==> config.mk <==
export PLATFORM = sky130hd
export DESIGN_NAME = line_feeder_flat
export DESIGN_NICKNAME = d
export VERILOG_FILES = /design/src/rtl/line_feeder_if.sv /design/src/rtl/line_feeder.sv /design/src/flat_wrapper.sv
export SDC_FILE = /design/constraint.sdc
export NUM_CORES = 1
export LEC_CHECK = 0
export CORE_ASPECT_RATIO = 1.2
export CORE_MARGIN = 2
export CORE_UTILIZATION = 50
export CTS_CLUSTER_DIAMETER = 100
export CTS_CLUSTER_SIZE = 24
export DETAILED_ROUTE_END_ITERATION = 16
export PLACE_DENSITY = 0.69
export SKIP_LAST_GASP = 1
export SLEW_MARGIN = 0
export SYNTH_ARGS = -nofsm -noshare
export SYNTH_HDL_FRONTEND = slang
export SYNTH_SLANG_ARGS = --single-unit
==> constraint.sdc <==
create_clock -name clk -period 6.01 [get_ports clk]
set_clock_uncertainty 0.2 [all_clocks]
set_input_delay 1.5025 -clock clk [delete_from_list [all_inputs] [get_ports clk]]
set_output_delay 1.5025 -clock clk [all_outputs]
set_load 0.005 [all_outputs]
==> src/rtl/line_feeder_if.sv <==
// line_feeder_if: pixel-stream and window-column bundle for line_feeder.
//   pix_in     : incoming pixel, raster order        (master -> slave)
//   pix_valid  : pix_in valid                        (master -> slave)
//   hold       : downstream pause, blocks acceptance (master -> slave)
//   pix_ready  : slave can accept pix_in             (slave -> master)
//   l1_out     : pixel at (row-2, col)               (slave -> master)
//   l2_out     : pixel at (row-1, col)               (slave -> master)
//   l3_out     : pixel at (row, col)                 (slave -> master)
//   wr_sft_en  : one-cycle window shift strobe       (slave -> master)
//   win_valid  : window holds a full 3x3 after shift (slave -> master)
//   frame_done : one-cycle end-of-frame pulse        (slave -> master)
//
// Handshake: a pixel transfers on a rising clk edge where pix_valid and
// pix_ready are both 1. The master holds pix_in stable while pix_valid is
// high and not yet accepted; pix_ready never depends on pix_valid.
interface line_feeder_if #(
    parameter int BIT_DEPTH = 8
);
    logic [BIT_DEPTH-1:0] pix_in;
    logic                 pix_valid;
    logic                 pix_ready;
    logic                 hold;
    logic [BIT_DEPTH-1:0] l1_out;
    logic [BIT_DEPTH-1:0] l2_out;
    logic [BIT_DEPTH-1:0] l3_out;
    logic                 wr_sft_en;
    logic                 win_valid;
    logic                 frame_done;

    modport master (
        output pix_in, pix_valid, hold,
        input  pix_ready, l1_out, l2_out, l3_out, wr_sft_en, win_valid, frame_done
    );

    modport slave (
        input  pix_in, pix_valid, hold,
        output pix_ready, l1_out, l2_out, l3_out, wr_sft_en, win_valid, frame_done
    );
endinterface

==> src/rtl/line_feeder.sv <==
// line_feeder: front end of the 3x3 sliding-window path.
// Keeps the two previous image lines in column-indexed line buffers and, for
// every accepted pixel, emits the vertically aligned column (row-2, row-1,
// row) one cycle later together with a shift strobe for the window register.
// Ports:
//   clk         : clock, all logic on rising edge
//   rst         : synchronous reset, active-low
//   bus         : line_feeder_if.slave (pixel handshake + window column)
//   o_dbg_state : current FSM state (0=FILL, 1=STREAM, 2=DONE)
module line_feeder #(
    parameter int BIT_DEPTH = 8,
    parameter int IMG_W     = 8,
    parameter int IMG_H     = 8
) (
    input  logic          clk,
    input  logic          rst,
    line_feeder_if.slave  bus,
    output logic [1:0]    o_dbg_state
);

    localparam int CW = (IMG_W > 1) ? $clog2(IMG_W) : 1;
    localparam int RW = (IMG_H > 1) ? $clog2(IMG_H) : 1;

    typedef enum logic [1:0] {
        S_FILL   = 2'd0,
        S_STREAM = 2'd1,
        S_DONE   = 2'd2
    } state_t;

    state_t               r_state;
    state_t               w_next;
    logic [CW-1:0]        r_col;
    logic [RW-1:0]        r_row;
    logic [BIT_DEPTH-1:0] r_buf_a [IMG_W];
    logic [BIT_DEPTH-1:0] r_buf_b [IMG_W];
    logic [BIT_DEPTH-1:0] r_l1;
    logic [BIT_DEPTH-1:0] r_l2;
    logic [BIT_DEPTH-1:0] r_l3;
    logic                 r_sft;
    logic                 r_win;

    logic w_ready;
    logic w_accept;
    logic w_col_last;
    logic w_row_last;
    logic w_frame_last;

    // Ready is gated by rst so nothing is taken while reset is held.
    assign w_ready      = rst && !bus.hold && (r_state != S_DONE);
    assign w_accept     = w_ready && bus.pix_valid;
    assign w_col_last   = (r_col == CW'(IMG_W - 1));
    assign w_row_last   = (r_row == RW'(IMG_H - 1));
    assign w_frame_last = w_accept && w_col_last && w_row_last;

    // Raster position of the next pixel to be accepted.
    always_ff @(posedge clk) begin
        if (!rst) begin
            r_col <= '0;
            r_row <= '0;
        end else if (w_accept) begin
            if (w_col_last) begin
                r_col <= '0;
                r_row <= w_row_last ? '0 : r_row + RW'(1);
            end else begin
                r_col <= r_col + CW'(1);
            end
        end
    end

    // Line buffers are deliberately not reset; rows 0-1 of every frame never
    // raise win_valid, so stale contents are never flagged as a valid window.
    // Reads below use the pre-edge values, so the column shift buf_b->buf_a
    // and the outputs both see the old data at the same index.
    always_ff @(posedge clk) begin
        if (w_accept) begin
            r_buf_a[r_col] <= r_buf_b[r_col];
            r_buf_b[r_col] <= bus.pix_in;
        end
    end

    // Registered column outputs; they hold while no shift is issued.
    always_ff @(posedge clk) begin
        if (!rst) begin
            r_l1  <= '0;
            r_l2  <= '0;
            r_l3  <= '0;
            r_sft <= 1'b0;
            r_win <= 1'b0;
        end else begin
            r_sft <= w_accept;
            r_win <= w_accept && (r_row >= RW'(2)) && (r_col >= CW'(2));
            if (w_accept) begin
                r_l1 <= r_buf_a[r_col];
                r_l2 <= r_buf_b[r_col];
                r_l3 <= bus.pix_in;
            end
        end
    end

    // FSM state register.
    always_ff @(posedge clk) begin
        if (!rst) begin
            r_state <= S_FILL;
        end else begin
            r_state <= w_next;
        end
    end

    // FSM next state.
    always_comb begin
        w_next = r_state;
        case (r_state)
            S_FILL: begin
                // Last pixel of row 1 moves the frame into the valid-window region.
                if (w_accept && w_col_last && (r_row == RW'(1))) begin
                    w_next = S_STREAM;
                end
            end
            S_STREAM: begin
                if (w_frame_last) begin
                    w_next = S_DONE;
                end
            end
            S_DONE:  w_next = S_FILL;
            default: w_next = S_FILL;
        endcase
    end

    // FSM / datapath outputs.
    always_comb begin
        bus.pix_ready  = w_ready;
        bus.frame_done = (r_state == S_DONE);
        o_dbg_state    = r_state;
    end

    assign bus.l1_out    = r_l1;
    assign bus.l2_out    = r_l2;
    assign bus.l3_out    = r_l3;
    assign bus.wr_sft_en = r_sft;
    assign bus.win_valid = r_win;

endmodule

==> src/flat_wrapper.sv <==
// flat-port wrapper written by rule: the top's interface ports become plain ports
module line_feeder_flat 
#(
    parameter int BIT_DEPTH = 8,
    parameter int IMG_W     = 8,
    parameter int IMG_H     = 8
)
  (clk, rst, o_dbg_state, bus_pix_in, bus_pix_valid, bus_hold, bus_pix_ready, bus_l1_out, bus_l2_out, bus_l3_out, bus_wr_sft_en, bus_win_valid, bus_frame_done);
  line_feeder_if #(.BIT_DEPTH(BIT_DEPTH)) bus_i ();
  input  logic clk;
  input  logic rst;
  output logic [1:0] o_dbg_state;
  input wire logic [$bits(bus_i.pix_in)-1:0] bus_pix_in;
  input wire logic [$bits(bus_i.pix_valid)-1:0] bus_pix_valid;
  input wire logic [$bits(bus_i.hold)-1:0] bus_hold;
  output wire logic [$bits(bus_i.pix_ready)-1:0] bus_pix_ready;
  output wire logic [$bits(bus_i.l1_out)-1:0] bus_l1_out;
  output wire logic [$bits(bus_i.l2_out)-1:0] bus_l2_out;
  output wire logic [$bits(bus_i.l3_out)-1:0] bus_l3_out;
  output wire logic [$bits(bus_i.wr_sft_en)-1:0] bus_wr_sft_en;
  output wire logic [$bits(bus_i.win_valid)-1:0] bus_win_valid;
  output wire logic [$bits(bus_i.frame_done)-1:0] bus_frame_done;
  assign bus_i.pix_in = bus_pix_in;
  assign bus_i.pix_valid = bus_pix_valid;
  assign bus_i.hold = bus_hold;
  assign bus_pix_ready = bus_i.pix_ready;
  assign bus_l1_out = bus_i.l1_out;
  assign bus_l2_out = bus_i.l2_out;
  assign bus_l3_out = bus_i.l3_out;
  assign bus_wr_sft_en = bus_i.wr_sft_en;
  assign bus_win_valid = bus_i.win_valid;
  assign bus_frame_done = bus_i.frame_done;
  line_feeder #(.BIT_DEPTH(BIT_DEPTH), .IMG_W(IMG_W), .IMG_H(IMG_H)) u_core (.clk(clk), .rst(rst), .bus(bus_i), .o_dbg_state(o_dbg_state));
endmodule
After elaboration in Yosys (flattened, before gate mapping):

Memories as Yosys holds them, arrays and structs flattened. A register that Yosys moved wholly into a read port is not among the register bits.
Index checks and enable logic that the tools add are counted.
Widths: inputs -> output; s select.

* $add $sub $neg: 2
* magnitude comparators: 2
* equality and inequality tests: 8
* mux-type cells: 9
* reductions and logical operators: 13

Operators with widths (count)
* $mux 3: 4
* $logic_and 1x1->1: 8
* $add 3x1->3 const B: 2
* $eq 3x3->1 const B: 2
* $ge 3x2->1 const B: 2
* $mux 2: 2
* $ne 2x1->1 const B: 2
* $pmux 2 s2: 1
* $reduce_and 2->1: 2
* $eq 3x1->1 const B: 1
* $eq 2x1->1 const B: 1
* $eq 2x2->1 const B: 1
* $logic_not 1->1: 2
* $logic_not 2->1: 1
* $mux 1: 2
* $ne 2x2->1 const B: 1

* register bits: 26
* memory bits (writable): 128
* input port bits: 12
* output and inout port bits: 30
* word-level logic and storage cells: 43
* memories: 2

Memories
* u_core.r_buf_a: words 8, width 8, rd ports 1, clocked after memory_dff 1, wr ports 1, RTL line line_feeder.sv:34 `logic [BIT_DEPTH-1:0] r_buf_a [IMG_W];`
* u_core.r_buf_b: words 8, width 8, rd ports 1, clocked after memory_dff 1, wr ports 1, RTL line line_feeder.sv:35 `logic [BIT_DEPTH-1:0] r_buf_b [IMG_W];`

Longest topological paths before layout:

* depth in word-level cells: 8
* depth in mapped cells: 6
* depth with buffers taken out: 5

Least setup slack after synthesis:

Ideal clock, no wire load.

* path type: input to register
* start point: input rst
* end point: memory u_core.r_buf_a[0][0], enable pin
* setup time: 0.430 ns
* data arrival time: 3.448 ns
* data required time: 5.380 ns
* slack: 1.932 ns
* stages: 3
* path buffers: 0
* cell sequence: nor2b_1 nand3_1 nor4_1

* word-level cells in the longest chain between the ends: 5

RTL lines
* start: declaration: RTL line flat_wrapper.sv:11 `input logic rst;`
* $logic_and 1x1->1 (2 in series): RTL line line_feeder.sv:49 `assign w_ready = rst && !bus.hold && (r_state != S_DONE);`
* $logic_and 1x1->1: RTL line line_feeder.sv:50 `assign w_accept = w_ready && bus.pix_valid;`
* $mux 1: RTL line line_feeder.sv:75 `if (w_accept) begin`
* $mux 1 (implied by the code): RTL line line_feeder.sv:76 `r_buf_a[r_col] <= r_buf_b[r_col];`
* end: declaration: RTL line line_feeder.sv:34

Every way passes these cells.

Final worst setup path:

* start point: input bus_hold
* end point: output bus_pix_ready

* word-level cells in the longest chain between the ends: 3

RTL lines
* start: declaration: RTL line flat_wrapper.sv:15 `input wire logic [$bits(bus_i.hold)-1:0] bus_hold;`
* $logic_not 1->1: RTL line line_feeder.sv:49
* $logic_and 1x1->1 (2 in series): RTL line line_feeder.sv:49
* end: declaration: RTL line flat_wrapper.sv:16 `output wire logic [$bits(bus_i.pix_ready)-1:0] bus_pix_ready;`

Every way passes these cells.

==> metrics.md <==
| Metric | Value |
|---|---|
| Outcome | finished clean |
| CTS clk-pin slew, worst paths | 0.06 ns |
| Most frequent cells in the layout | 128 x edfxtp_1, 41 x clkdlybuf4s50_1, 37 x dfxtp_1 |
| Clk Latency, worst-skew pair | 0.42 ns |
| Worst vdd ir | 0.294 mV |
| Period utilization | 0.802 |
| Register share of total power | 0.518 |
| Dpl ws | 1.19 ns |
| Port Buffer Count | 41 |
| Worst hold start | u_core.bus.l3_out[7] |
| Switching share of power | 0.197 |
| DRT antenna net count | 0 |
| Vias per cell | 6.02 |
| DR iter-0 viols | 269 |
| Layout cell share with drive strength beyond 1 | 0.204 |
| Synth async-reset ratio | 0 |
| Global routing usage on met1 | 0.261 |
| # resized after CTS | 0 |
| TNS Setup | 0 ns |
| Unique cell type count in the Yosys netlist | 37 |
| Pint | 1.94 mW |
| Largest net degree at the start of global routing | 39 |
| Area growth syn-to-layout | 17.9% |
| Reg2Reg Depth | 5 |
| Worst setup path start | bus_hold |
| DRC | 0 |
| EDFF count, synth | 128 |
| Die area | 14000 µm² |
| Fin nets | 441 |
| CTS tree | done |
| WP data required | 4.31 ns |
| Switch Pwr | 0.477 mW |
| Pwr per Cell Area | 314 nW/µm² |
| CP Capture Type | primary output |
| WL final | 13000 µm |
| Arr. time, crit path | 3.12 ns |
| Syn nets | 395 |
| WS Path Type | in2out |
| Sequential Area | 4580 µm² |
| Number of cells on the worst hold path | 2 |
| Post-layout min period | 4.82 ns |
| Top Usage Layer GRT | met2 |
| Post-route setup slack | 1.19 ns |
| Hold endpoint | u_core.bus.l3_out[7] |
| Total I/O pin count | 42 |
| Max-cap violations | 0 |
| Highest Clock Rate | 207 MHz |
| Initial core utilization | 0.514 |
| Syn Inst Count | 377 |
| Multi-input logic area | 1770 µm² |
| GRT overflow | 0 |
| Longest Clk Path Bufs | 2 |
| Seq/Total Area, Yosys | 0.704 |
| Detail Placement HPWL | 8050 µm |
| Clk root buf | clkbuf_16 |
| Most used DFF post-synth | edfxtp_1 |
| Worst slew pin tran | 1.01 ns |
| CP Launch Type | primary input |
| Syn Area/Cell | 17.3 µm² |
| Grt met2 use | 0.335 |
| Initial antenna violation count | 0 |
| CTS Sinks | 165 |
| Max FO, Critical Path | 16 |
| Netlist Area Pre-Place | 6510 µm² |
| Logic pwr share | 0.040 |
| Cts bufs inserted | 17 |
| Die H | 129 µm |
| Hold Vio Cnt, Final | 0 |
| Routability cong. | 0.760 |
| Static Leak | 2.50 nW |
| YS warnings | 0 |
| Die width | 108 µm |
| Avg WL per Cell | 21.7 µm |
| Commonest non-fill, non-tap cell in the layout | edfxtp_1 |
| H-tree Lvls | 4 |
| R2r startpoint | u_core.o_dbg_state[0] |
| Clock share of power | 0.442 |
| Global-route wire length before repair | 20200 µm |
| Cts hold-fix bufs | 0 |
| Via Count | 3609 |
| R2r setup slk | 3.12 ns |
| Pre-antenna DRT Iters | 6 |
| Number of global-route vias before repair | 3620 |
| GRT Total Usage | 0.202 |
| Max transition margin | 0.329 |
| Core area | 12700 µm² |
| Row count | 45 |
| #FFs+latches synth | 165 |
| Fill cells | 927 |
| Finish-stage setup viols | 0 |
| Met3 Usage GRT | 0.0548 |
| Worst reg2reg path endpoint | u_core.r_buf_b[2][7] |
| # diodes | 0 |
| Post-CTS setup buffer count | 0 |
| RSZ-0062 raised after global routing | no |
| Final Slew Violations | 0 |
| Hold WC Path Type | reg2reg |
## cell families after synthesis
| kind of cell | count (synthesis) | synth area share |
|---|---|---|
| flip-flops | 165 | 0.704 |
| buffers and inverters | 35 | 0.0296 |
| AND/OR/NAND/NOR | 62 | 0.0523 |
| adder cells (fa/ha/maj) | 6 | 0.0115 |
| multiplexers | 49 | 0.139 |
| AO/OA/AOI/OAI | 60 | 0.0642 |
## sequential cells by signal, indices dropped and copies added (netlist names), 2 cells and up, named ones only
signal              flops
u_core.r_col            3
u_core.bus.l2_out       8
u_core.bus.l1_out       8
u_core.r_row            3
u_core.o_dbg_state      2
u_core.bus.l3_out       8
u_core.r_buf_b         64
u_core.r_buf_a         64
## final cells by class
cell class | instances | area share
Inverter | 9 | 0.00440
Tap cell | 164 | 0.0267
Sequential cell | 165 | 0.597
Clock buffer | 19 | 0.0564
Clock inverter | 13 | 0.0204
Timing Repair Buffer | 53 | 0.0652
Multi-Input combinational cell | 177 | 0.230
## power by group through the flow
stage / Combinational, mW / Sequential [mW] / Clock (mW)
final: 0.0971 / 1.25 / 1.07
after global routing: 0.105 / 1.25 / 1.13
after CTS: 0.0981 / 1.25 / 1.08
after detailed placement: 0.0977 / 1.27 / 0
after global placement: 0.0954 / 1.27 / 0
after floorplan: 0.0545 / 1.27 / 0
## worst max-delay path, stage by stage
cell	delay (ns)
clkdlybuf4s50_1	0.47
nand2b_1	0.44
nor2_1	0.18
clkdlybuf4s50_1	0.51
## worst max path at each step
| stage | slack (ns) | to |
|---|---|---|
| detailed placement | 1.19 | bus_pix_ready |
| CTS | 1.19 | bus_pix_ready |
| global placement | 1.25 | bus_pix_ready |
| floorplan | 1.93 | u_core.r_buf_a[0][0] |
| global route | 1.06 | bus_pix_ready |
| finish | 1.19 | bus_pix_ready |
## cell usage after synthesis, types with 3 or more instances
master | n | share of area
nor2_1 | 7 | 0.0040
inv_2 | 4 | 0.0023
a21oi_1 | 19 | 0.015
a22oi_1 | 4 | 0.0046
dfxtp_1 | 37 | 0.11
nor3_1 | 4 | 0.0031
buf_2 | 5 | 0.0038
nor2b_1 | 4 | 0.0038
nand2b_1 | 12 | 0.012
inv_1 | 5 | 0.0029
edfxtp_1 | 128 | 0.59
nand4_1 | 15 | 0.014
a211oi_1 | 3 | 0.0035
a31oi_1 | 4 | 0.0038
mux4_2 | 21 | 0.073
clkbuf_1 | 13 | 0.0075
a311oi_1 | 5 | 0.0067
nand2_1 | 11 | 0.0063
mux2_2 | 9 | 0.016
mux2_4 | 8 | 0.018
mux2i_1 | 5 | 0.0077
mux4_1 | 6 | 0.024
ha_1 | 6 | 0.012
a22o_1 | 8 | 0.011
nand3_1 | 3 | 0.0023
o31ai_1 | 14 | 0.016
## per-stage QoR
| stage | hold WS, ns | instances | area (µm²) | util | total power, mW |
|---|---|---|---|---|---|
| finish | 0.272 | 600 | 7680 | 0.606 | 2.42 |
| floorplan | 0.265 | 377 | 6510 | - | 1.33 |
| detailed placement | 0.267 | 568 | 7090 | 0.560 | 1.37 |
| global placement | 0.262 | 568 | 7090 | 0.560 | 1.37 |
| CTS | 0.276 | 600 | 7680 | 0.606 | 2.43 |
| global route | 0.298 | 600 | 7680 | 0.606 | 2.49 |
## metal layers
metal  vias to the layer above  share of wire
met5                         -              0
met4                         0          0.017
met3                        18          0.047
met2                       104           0.52
met1                      1873           0.41
li1                       1614              -
Note: power is estimated with default switching activity, not from simulation.
